[src/rtl/lcd_bus_arbiter.sv]
// Two-requester arbiter for a 4-bit HD44780-style LCD write port: power-up wait, init sequence,
// round-robin byte grants and tick-paced nibble strobes. Define LCD_LOCK_EN to add owner lock inputs.
module lcd_bus_arbiter #(
  parameter int DIV       = 25000,
  parameter int CLR_TICKS = 16,
  parameter int PWR_TICKS = 40
) (
  input  logic       clk,
  input  logic       sw_n,
  input  logic       req0,
  input  logic       rs0,
  input  logic [7:0] dat0,
  output logic       ack0,
  input  logic       req1,
  input  logic       rs1,
  input  logic [7:0] dat1,
  output logic       ack1,
`ifdef LCD_LOCK_EN
  input  logic       lock0,
  input  logic       lock1,
`endif
  output logic       lcd_rs,
  output logic       lcd_rw,
  output logic       lcd_en,
  output logic [3:0] lcd_db,
  output logic       busy,
  output logic       init_done,
  output logic       owner
);

  localparam int TW = (DIV > 1) ? $clog2(DIV) : 1;

  typedef enum logic [2:0] {PWR, INIT, IDLE, H_EN, H_LO, L_EN, L_LO, GAP} state_t;

  state_t          state, state_n, post;
  logic [TW-1:0]   tick_cnt;
  logic            tick;
  logic [15:0]     wcnt, wcnt_n;
  logic [1:0]      init_idx;
  logic [7:0]      byte_q, nxt_byte;
  logic            rs_q, nxt_rs;
  logic            gnt0, gnt1, pick0, pick1, own_lock;
  logic            take_post, set_done, idx_inc, clr_cmd;

  function automatic logic [7:0] init_byte(input logic [1:0] i);
    case (i)
      2'd0:    return 8'h28;
      2'd1:    return 8'h0C;
      2'd2:    return 8'h06;
      default: return 8'h01;
    endcase
  endfunction

  assign tick    = (tick_cnt == TW'(DIV - 1));
  assign clr_cmd = !rs_q && (byte_q == 8'h01 || byte_q == 8'h02);
  assign busy    = (state != IDLE);
  assign lcd_rw  = 1'b0;
  assign ack0    = gnt0;
  assign ack1    = gnt1;

`ifdef LCD_LOCK_EN
  assign own_lock = owner ? lock1 : lock0;
`else
  assign own_lock = 1'b0;
`endif

  // A held lock pins the grant to the current owner; otherwise ties go opposite to owner.
  always_comb begin
    pick0 = 1'b0;
    pick1 = 1'b0;
    if (own_lock) begin
      pick0 = !owner && req0;
      pick1 = owner && req1;
    end else begin
      pick0 = req0 && (!req1 || owner);
      pick1 = req1 && (!req0 || !owner);
    end
  end

  always_comb begin
    state_n   = state;
    wcnt_n    = '0;
    gnt0      = 1'b0;
    gnt1      = 1'b0;
    nxt_rs    = rs_q;
    nxt_byte  = byte_q;
    take_post = 1'b0;
    post      = (init_done || init_idx == 2'd3) ? IDLE : INIT;
    case (state)
      PWR:  if (int'(wcnt) + 1 >= PWR_TICKS) state_n = INIT;
            else wcnt_n = wcnt + 16'd1;
      INIT: begin
        state_n  = H_EN;
        nxt_rs   = 1'b0;
        nxt_byte = init_byte(init_idx);
      end
      IDLE: if (tick && pick0) begin
        gnt0     = 1'b1;
        state_n  = H_EN;
        nxt_rs   = rs0;
        nxt_byte = dat0;
      end else if (tick && pick1) begin
        gnt1     = 1'b1;
        state_n  = H_EN;
        nxt_rs   = rs1;
        nxt_byte = dat1;
      end
      H_EN: state_n = H_LO;
      H_LO: state_n = L_EN;
      L_EN: state_n = L_LO;
      L_LO: if (clr_cmd && CLR_TICKS > 0) state_n = GAP;
            else begin state_n = post; take_post = 1'b1; end
      GAP:  if (int'(wcnt) + 1 >= CLR_TICKS) begin state_n = post; take_post = 1'b1; end
            else wcnt_n = wcnt + 16'd1;
      default: state_n = PWR;
    endcase
    set_done = take_post && !init_done && (init_idx == 2'd3);
    idx_inc  = take_post && !init_done && (init_idx != 2'd3);
  end

  always_ff @(posedge clk or negedge sw_n) begin
    if (!sw_n) begin
      state     <= PWR;
      tick_cnt  <= '0;
      wcnt      <= '0;
      init_idx  <= '0;
      init_done <= 1'b0;
      owner     <= 1'b1;
      byte_q    <= '0;
      rs_q      <= 1'b0;
      lcd_rs    <= 1'b0;
      lcd_db    <= '0;
      lcd_en    <= 1'b0;
    end else begin
      tick_cnt <= tick ? '0 : tick_cnt + 1'b1;
      if (tick) begin
        state <= state_n;
        wcnt  <= wcnt_n;
        if (set_done) init_done <= 1'b1;
        if (idx_inc) init_idx <= init_idx + 2'd1;
        if (gnt0 || gnt1) owner <= gnt1;
        // Bus pins change only on phase entry; rs/db hold through LO, GAP and IDLE.
        case (state_n)
          H_EN: begin
            byte_q <= nxt_byte;
            rs_q   <= nxt_rs;
            lcd_rs <= nxt_rs;
            lcd_db <= nxt_byte[7:4];
            lcd_en <= 1'b1;
          end
          L_EN: begin
            lcd_db <= byte_q[3:0];
            lcd_en <= 1'b1;
          end
          default: lcd_en <= 1'b0;
        endcase
      end
    end
  end

endmodule

[config.mk]
export PLATFORM = sky130hd
export DESIGN_NAME = lcd_bus_arbiter
export DESIGN_NICKNAME = d
export VERILOG_FILES = /design/src/rtl/lcd_bus_arbiter.sv
export SDC_FILE = /design/constraint.sdc
export NUM_CORES = 1
export LEC_CHECK = 0
export BUFFER_PORTS_ARGS = -buffer_cell sky130_fd_sc_hd__buf_2
export CORE_MARGIN = 8
export CORE_UTILIZATION = 63
export DETAILED_ROUTE_END_ITERATION = 8
export PLACE_DENSITY = 0.85
export SETUP_SLACK_MARGIN = 0.3
export SYNTH_ARGS = -nofsm -noshare
export SYNTH_HDL_FRONTEND = slang
export SYNTH_SLANG_ARGS = --single-unit
[constraint.sdc]
create_clock -name clk -period 5.1 [get_ports clk]
set_clock_uncertainty 0.2 [all_clocks]
set_input_delay 0.765 -clock clk [delete_from_list [all_inputs] [get_ports clk]]
set_output_delay 0.765 -clock clk [all_outputs]
set_load 0.1 [all_outputs]
==> flow_metrics.py, run 1 <==
metrics = {
    "status": {
        "status": "finished, final reports clean",
    },
    "sta": {
        "tightest_slew_ns": 0.796,
        "setup_viol": 0,
        "hold_viol": 0,
        "grt_setup_unrepaired": "no",
        "relSlewSlack": 0.464,
        "post-route-min-period_ns": 3.85,
        "finalMaxSlewViolations": 0,
        "finalCritPeriodShare": 0.755,
        "fin_setup_tns_ns": 0,
        "clock.fmax_mhz": 260,
    },
    "yosys": {
        "yosys.area.top_type": "dfrtp_1",
        "synthesis.area_mm2": 0.00290,
        "synth_seq_cells": 52,
        "syn_area_per_cell_um2": 9.66,
        "synthTopCellsByArea": "dfrtp_1, xor2_1, nor2_1",
        "yosysTopAreaCellShare": 0.440,
        "ys.flop_type": "dfrtp_1",
        "netlist-cell-type-count": 56,
        "ys.warnings.count": 0,
        "async_flop_share": 1.00,
        "synth_edf_count": 0,
        "netlist_instances": 300,
        "synth_fp_nets": 330,
        "ys_seq_area_frac": 0.449,
    },
    "detailed_routing": {
        "drtIter0Drc": 158,
        "ant_nets": 0,
        "first_pass_iters": 4,
        "wl_um": 6380,
        "viasPerCell": 6.17,
        "wire_per_inst_um": 16.7,
        "drcViolationCount": 0,
        "dr_total_vias": 2358,
    },
    "global_route": {
        "track_usage": 0.188,
        "first_global_vias": 2402,
        "grt_overflow_total": 0,
        "grt_max_degree": 53,
        "grt_pass1_wl_um": 11200,
        "antenna_found_initial": 0,
    },
    "pwr": {
        "p_leak_uw": 0.00156,
        "power_uw": 714,
        "p_per_area_mw_per_mm2": 225,
        "irDropWorstVdd_mv": 0.115,
    },
    "clock_network": {
        "clkSinkCount": 52,
        "ctsHoldBuffers": 0,
        "numCtsBuffers": 5,
        "root_buffer": "clkbuf_8",
        "clk_latency_ns": 0.30,
        "postCtsSetupBuffers": 0,
        "clk_path_buf_depth": 2,
        "clk_pin_slew_ns": 0.09,
        "cts_max_level": 2,
        "cts_tree": "built",
        "cts_resized": 0,
    },
    "layout": {
        "seq_area_mm2": 0.00130,
        "syn_to_final_growth_pct": 9.59,
        "fillCellCount": 323,
        "drive_above_1_share": 0.148,
        "layout.nets": 359,
        "multi_input_area_mm2": 0.00151,
        "diodes": 0,
    },
    "die": {
        "start_util": 0.661,
        "rows": 24,
        "io_pins": 34,
        "core_mm2": 0.00438,
        "die_area_mm2": 0.00703,
        "die_w_um": 83.8,
        "die_h_um": 83.8,
    },
    "flow_run": {
        "maxCapViolations": 0,
    },
    "hold_path": {
        "min_path_type": "register to register",
        "hold_path_depth": 1,
    },
    "setup_path": {
        "crit_arrival_ns": 2.88,
        "cp-end-kind": "output pin",
        "required_ns": 4.14,
        "worst-path-max-fanout": 19,
        "reg2reg_depth": 8,
        "worstSetupStartpointType": "register",
        "worstSetupPathType": "register to output pin",
    },
    "place": {
        "post-dp-hpwl_um": 4660,
        "place.port_buffers": 32,
        "gp_congestion": 0.912,
    },
}
final cells by class:
cell class,instances,area share
Clock buffer,7,0.0272
Sequential cell,52,0.410
Tap cell,52,0.0205
Inverter,9,0.0106
Clock inverter,1,0.00236
Multi-Input combinational cell,227,0.474
Timing Repair Buffer,34,0.0552
report_power, final:
part | internal (µW) | switching, µW
logic | 12.6 | 36.2
clock network | 111 | 136
registers | 416 | 2.47
total | 539 | 175
synth_stat cells (3+ instances only):
master / instances
nand3_1: 20
a31o_1: 3
xor2_1: 12
nand4_1: 6
and3_1: 4
clkbuf_1: 9
a31oi_1: 3
a21oi_1: 5
mux2_1: 5
or3_1: 3
xnor2_1: 7
and2_1: 15
o22ai_1: 3
o21ai_0: 8
inv_1: 9
a21o_1: 13
nand2_1: 24
o21ai_1: 6
and4_1: 4
dfrtp_1: 51
a22oi_1: 6
nor3_1: 7
nor2_1: 27
ha_1: 8
nor4_1: 5
cells by family after synthesis:
| group | Yosys count | share of synthesized area |
|---|---|---|
| flip-flops | 52 | 0.449 |
| adder cells (fa/ha/maj) | 8 | 0.0345 |
| AND/OR/NAND/NOR | 130 | 0.245 |
| AO/OA/AOI/OAI | 62 | 0.153 |
| other | 1 | 0.00129 |
| buffers and inverters | 21 | 0.0311 |
| multiplexers | 7 | 0.0281 |
| XOR/XNOR | 19 | 0.0574 |
critical path: stages (launching register included):
cell and delay [ns]:
dfrtp_1 0.44, or4_4 0.55, nor4_4 0.25, buf_4 0.28, nand2b_1 0.19, nor2_1 0.36, buf_2 0.50
per-layer routing:
layer / share of wire / track usage
met5: 0 / 0
met3: 0.068 / 0.0547
met4: 0.013 / 0.0769
met1: 0.44 / 0.235
met2: 0.48 / 0.295
state kept, by name (all words and copies together) (netlist names):
register,cells
owner,1
byte_q,8
init_idx,2
wcnt,16
init_done,1
tick_cnt,15
rs_q,1
lcd_db,4
lcd_en,1
state,3
per-stage QoR:
stage / hold WS, ns / cells / util / setup slack, ns / area (µm²)
after floorplan: 0.250 / 300 / - / 0.966 / 2900
final: 0.291 / 382 / 0.724 / 1.25 / 3180
after detailed placement: 0.273 / 374 / 0.703 / 1.61 / 3080
after global routing: 0.316 / 382 / 0.724 / 1.11 / 3180
after global placement: 0.263 / 374 / 0.703 / 1.70 / 3080
after CTS: 0.293 / 382 / 0.724 / 1.27 / 3180
layout by cell type, fill, tap and decap left out, drive strengths merged, types with 6 or more instances in the layout:
| cell type | Yosys | routed |
|---|---|---|
| o21ai | 14 | 14 |
| a22oi | 6 | 6 |
| nor2 | 27 | 27 |
| nand4 | 6 | 6 |
| and2 | 15 | 15 |
| buf | 3 | 34 |
| inv | 9 | 9 |
| nor3 | 7 | 7 |
| xnor2 | 7 | 7 |
| ha | 8 | 8 |
| nor4 | 6 | 6 |
| nand3 | 21 | 21 |
| mux2 | 6 | 6 |
| dfrtp | 51 | 51 |
| clkbuf | 9 | 7 |
| xor2 | 12 | 12 |
| nand2 | 24 | 24 |
| a21o | 13 | 13 |
final timing paths:
kind / slack [ns] / end / start
max in group asynchronous: 3.91 / state[1]$_DFFE_PN0N_ / sw_n
worst min register to register: 0.29 / byte_q[7]$_DFFE_PN0P_ / byte_q[7]$_DFFE_PN0P_
worst max-delay path: 1.25 / ack0 / tick_cnt[6]$_DFF_PN0_
worst max register to register: 1.68 / byte_q[1]$_DFFE_PN0P_ / wcnt[0]$_DFFE_PN0N_
min in group asynchronous: 0.35 / wcnt[6]$_DFFE_PN0N_ / sw_n
worst min-delay path: 0.29 / byte_q[7]$_DFFE_PN0P_ / byte_q[7]$_DFFE_PN0P_
(Power assumes the default switching activity.)
==> run 2: changes to the inputs <==
--- a/config.mk
+++ b/config.mk
@@ -7,9 +7,9 @@
 export LEC_CHECK = 0
 export BUFFER_PORTS_ARGS = -buffer_cell sky130_fd_sc_hd__buf_2
 export CORE_MARGIN = 8
-export CORE_UTILIZATION = 63
+export CORE_UTILIZATION = 52
 export DETAILED_ROUTE_END_ITERATION = 8
-export PLACE_DENSITY = 0.85
+export PLACE_DENSITY = 0.75
 export SETUP_SLACK_MARGIN = 0.3
 export SYNTH_ARGS = -nofsm -noshare
 export SYNTH_HDL_FRONTEND = slang
==> constraint.sdc (replaced) <==
create_clock -name clk -period 3.4 [get_ports clk]
set_clock_uncertainty 0.2 [all_clocks]
set_input_delay 0.51 -clock clk [delete_from_list [all_inputs] [get_ports clk]]
set_output_delay 0.51 -clock clk [all_outputs]
set_load 0.1 [all_outputs]
==> run 2 against run 1 <==
Effect of this change:
- sequential cell count unchanged
- routed wire length fell by 0.22%
- die area is 17% higher
- critical path depth shrank 1
- non-clock buffer count grew 7
- design area increased by 4.9%
- combinational power rose by 51%
- worst hold slack worse by 0.22 ns
==> flow_metrics.py, run 2 (synthesis gave the netlist of run 1 again) <==
metrics = {
    "global_route": {
        "antenna_found_initial": 0,
        "first_global_vias": 2304,
        "track_usage": 0.159,
        "grt_overflow_total": 0,
        "grt_max_degree": 35,
        "grt_pass1_wl_um": 11000,
    },
    "place": {
        "place.port_buffers": 32,
        "post-dp-hpwl_um": 4590,
        "pre_cts_slack_ns": 0.189,
        "placed_area_mm2": 0.00318,
        "gp_congestion": 0.873,
    },
    "pwr": {
        "power_uw": 1050,
        "p_per_area_mw_per_mm2": 315,
        "p_leak_uw": 0.00160,
        "irDropWorstVdd_mv": 0.208,
    },
    "setup_path": {
        "critical_path.endpoint": "ack0",
        "cp-end-kind": "output pin",
        "worst-r2r-setup-slack_ns": 0.40,
        "worstSetupStartpointType": "register",
        "crit_arrival_ns": 2.35,
        "worstSetupPathType": "register to output pin",
        "rr_endpoint": "byte_q[0]$_DFFE_PN0P_",
        "worstSetupStartpoint": "tick_cnt[6]$_DFF_PN0_",
        "worst-path-max-fanout": 7,
        "r2r-start": "tick_cnt[6]$_DFF_PN0_",
        "reg2reg_depth": 6,
        "required_ns": 2.69,
    },
    "die": {
        "die_area_mm2": 0.00822,
        "core_mm2": 0.00544,
        "start_util": 0.533,
        "die_h_um": 90.7,
        "rows": 27,
        "io_pins": 34,
        "die_w_um": 90.7,
    },
    "flow_run": {
        "maxCapViolations": 0,
    },
    "layout": {
        "multi_input_area_mm2": 0.00156,
        "layout.nets": 367,
        "diodes": 0,
        "largest_reg_flops": 16,
        "syn_to_final_growth_pct": 14.9,
        "fillCellCount": 448,
        "final_cell_area_mm2": 0.00333,
        "regMostFlops": "wcnt",
        "drive_above_1_share": 0.195,
        "layout_commonest_cell": "dfrtp_1",
        "final_cell_mix": "dfrtp_1, buf_2, nor2_1",
        "largestRegisters": "wcnt: 16 flops, tick_cnt: 15 flops, byte_q: 8 flops",
        "seq_area_mm2": 0.00131,
    },
    "clock_network": {
        "cts_tree": "built",
        "root_buffer": "clkbuf_8",
        "numCtsBuffers": 5,
        "clk_path_buf_depth": 2,
        "clk_latency_ns": 0.30,
        "clk_pin_slew_ns": 0.09,
        "clkSinkCount": 52,
        "cts_max_level": 2,
    },
    "sta": {
        "tightest_slew_ns": 0.762,
        "finalCritPeriodShare": 0.900,
        "hold_viol": 0,
        "finalMaxSlewViolations": 0,
        "post-route-min-period_ns": 3.06,
        "clock.fmax_mhz": 327,
        "relSlewSlack": 0.492,
        "grt_setup_unrepaired": "no",
        "setup_slack_ns": 0.341,
        "fin_setup_tns_ns": 0,
        "setup_viol": 0,
    },
    "detailed_routing": {
        "dr_total_vias": 2399,
        "drtIter0Drc": 155,
        "drcViolationCount": 0,
        "ant_nets": 0,
        "wire_per_inst_um": 15.5,
        "viasPerCell": 5.85,
        "first_pass_iters": 5,
        "wl_um": 6370,
    },
    "status": {
        "status": "finished, final reports clean",
    },
    "hold_path": {
        "min_path_type": "input pin to async pin",
    },
}
[run 2: cell types whose count changed in the layout (fill, tap and decap cells not counted), sizes merged]
cell,previous run,this run
clkinv,0,1
buf,34,41
clkbuf,7,6
nand3,21,22
[run 2: power by group]
group | switching (µW) | total, µW | internal [µW]
clock network | 202 | 347 | 144
registers | 3.40 | 628 | 624
logic | 54.9 | 73.8 | 18.9
[run 2: layout make-up]
cell class | instances | area share
well taps | 72 | 0.0270
clock buffers | 6 | 0.0218
multi-input cells | 228 | 0.468
repair buffers | 41 | 0.0774
flip-flops and latches | 52 | 0.392
clock inverters | 2 | 0.00376
inverters | 9 | 0.0101
[run 2: metrics by stage]
step / std cells / hold WS, ns / utilization
2_1_floorplan: 300 / 0.0144 / -
3_3_place_gp: 398 / 0.261 / 0.585
4_1_cts: 408 / 0.0793 / 0.606
3_5_place_dp: 398 / 0.266 / 0.585
6_report: 410 / 0.0662 / 0.612
5_1_grt: 410 / 0.112 / 0.612
[run 2: how the worst min path moves through the flow]
stage | from | to | slack (ns) | cells past startpoint
floorplan | sw_n | byte_q[0]$_DFFE_PN0P_ | 0.01 | 0
global placement | byte_q[4]$_DFFE_PN0P_ | byte_q[4]$_DFFE_PN0P_ | 0.26 | 1
detailed placement | init_done$_DFFE_PN0P_ | init_done$_DFFE_PN0P_ | 0.27 | 1
CTS | sw_n | wcnt[13]$_DFFE_PN0N_ | 0.08 | 1
global route | sw_n | wcnt[13]$_DFFE_PN0N_ | 0.11 | 1
finish | sw_n | wcnt[13]$_DFFE_PN0N_ | 0.07 | 1
[run 2: worst max-delay path, cell delays in order, from the launching register on]
cell and delay, ns:
dfrtp_1 0.44, or4_4 0.55, nor4_4 0.34, nand2b_2 0.22
nor2_4 0.27, buf_12 0.21
[run 2: per-layer routing]
metal,share of wire,vias up,GRT usage
met5,0,-,0
met4,0.011,0,0.0527
met3,0.056,6,0.0416
met2,0.44,73,0.237
met1,0.49,1165,0.218
li1,-,1155,-
[run 2: what timing repair did]
item,4_1_cts,5_1_grt
gates resized for setup,2,6
gates cloned,1,0
hold buffers,0,0
pin swaps,4,4
endpoints found under the setup margin,11,19
setup buffers,1,2
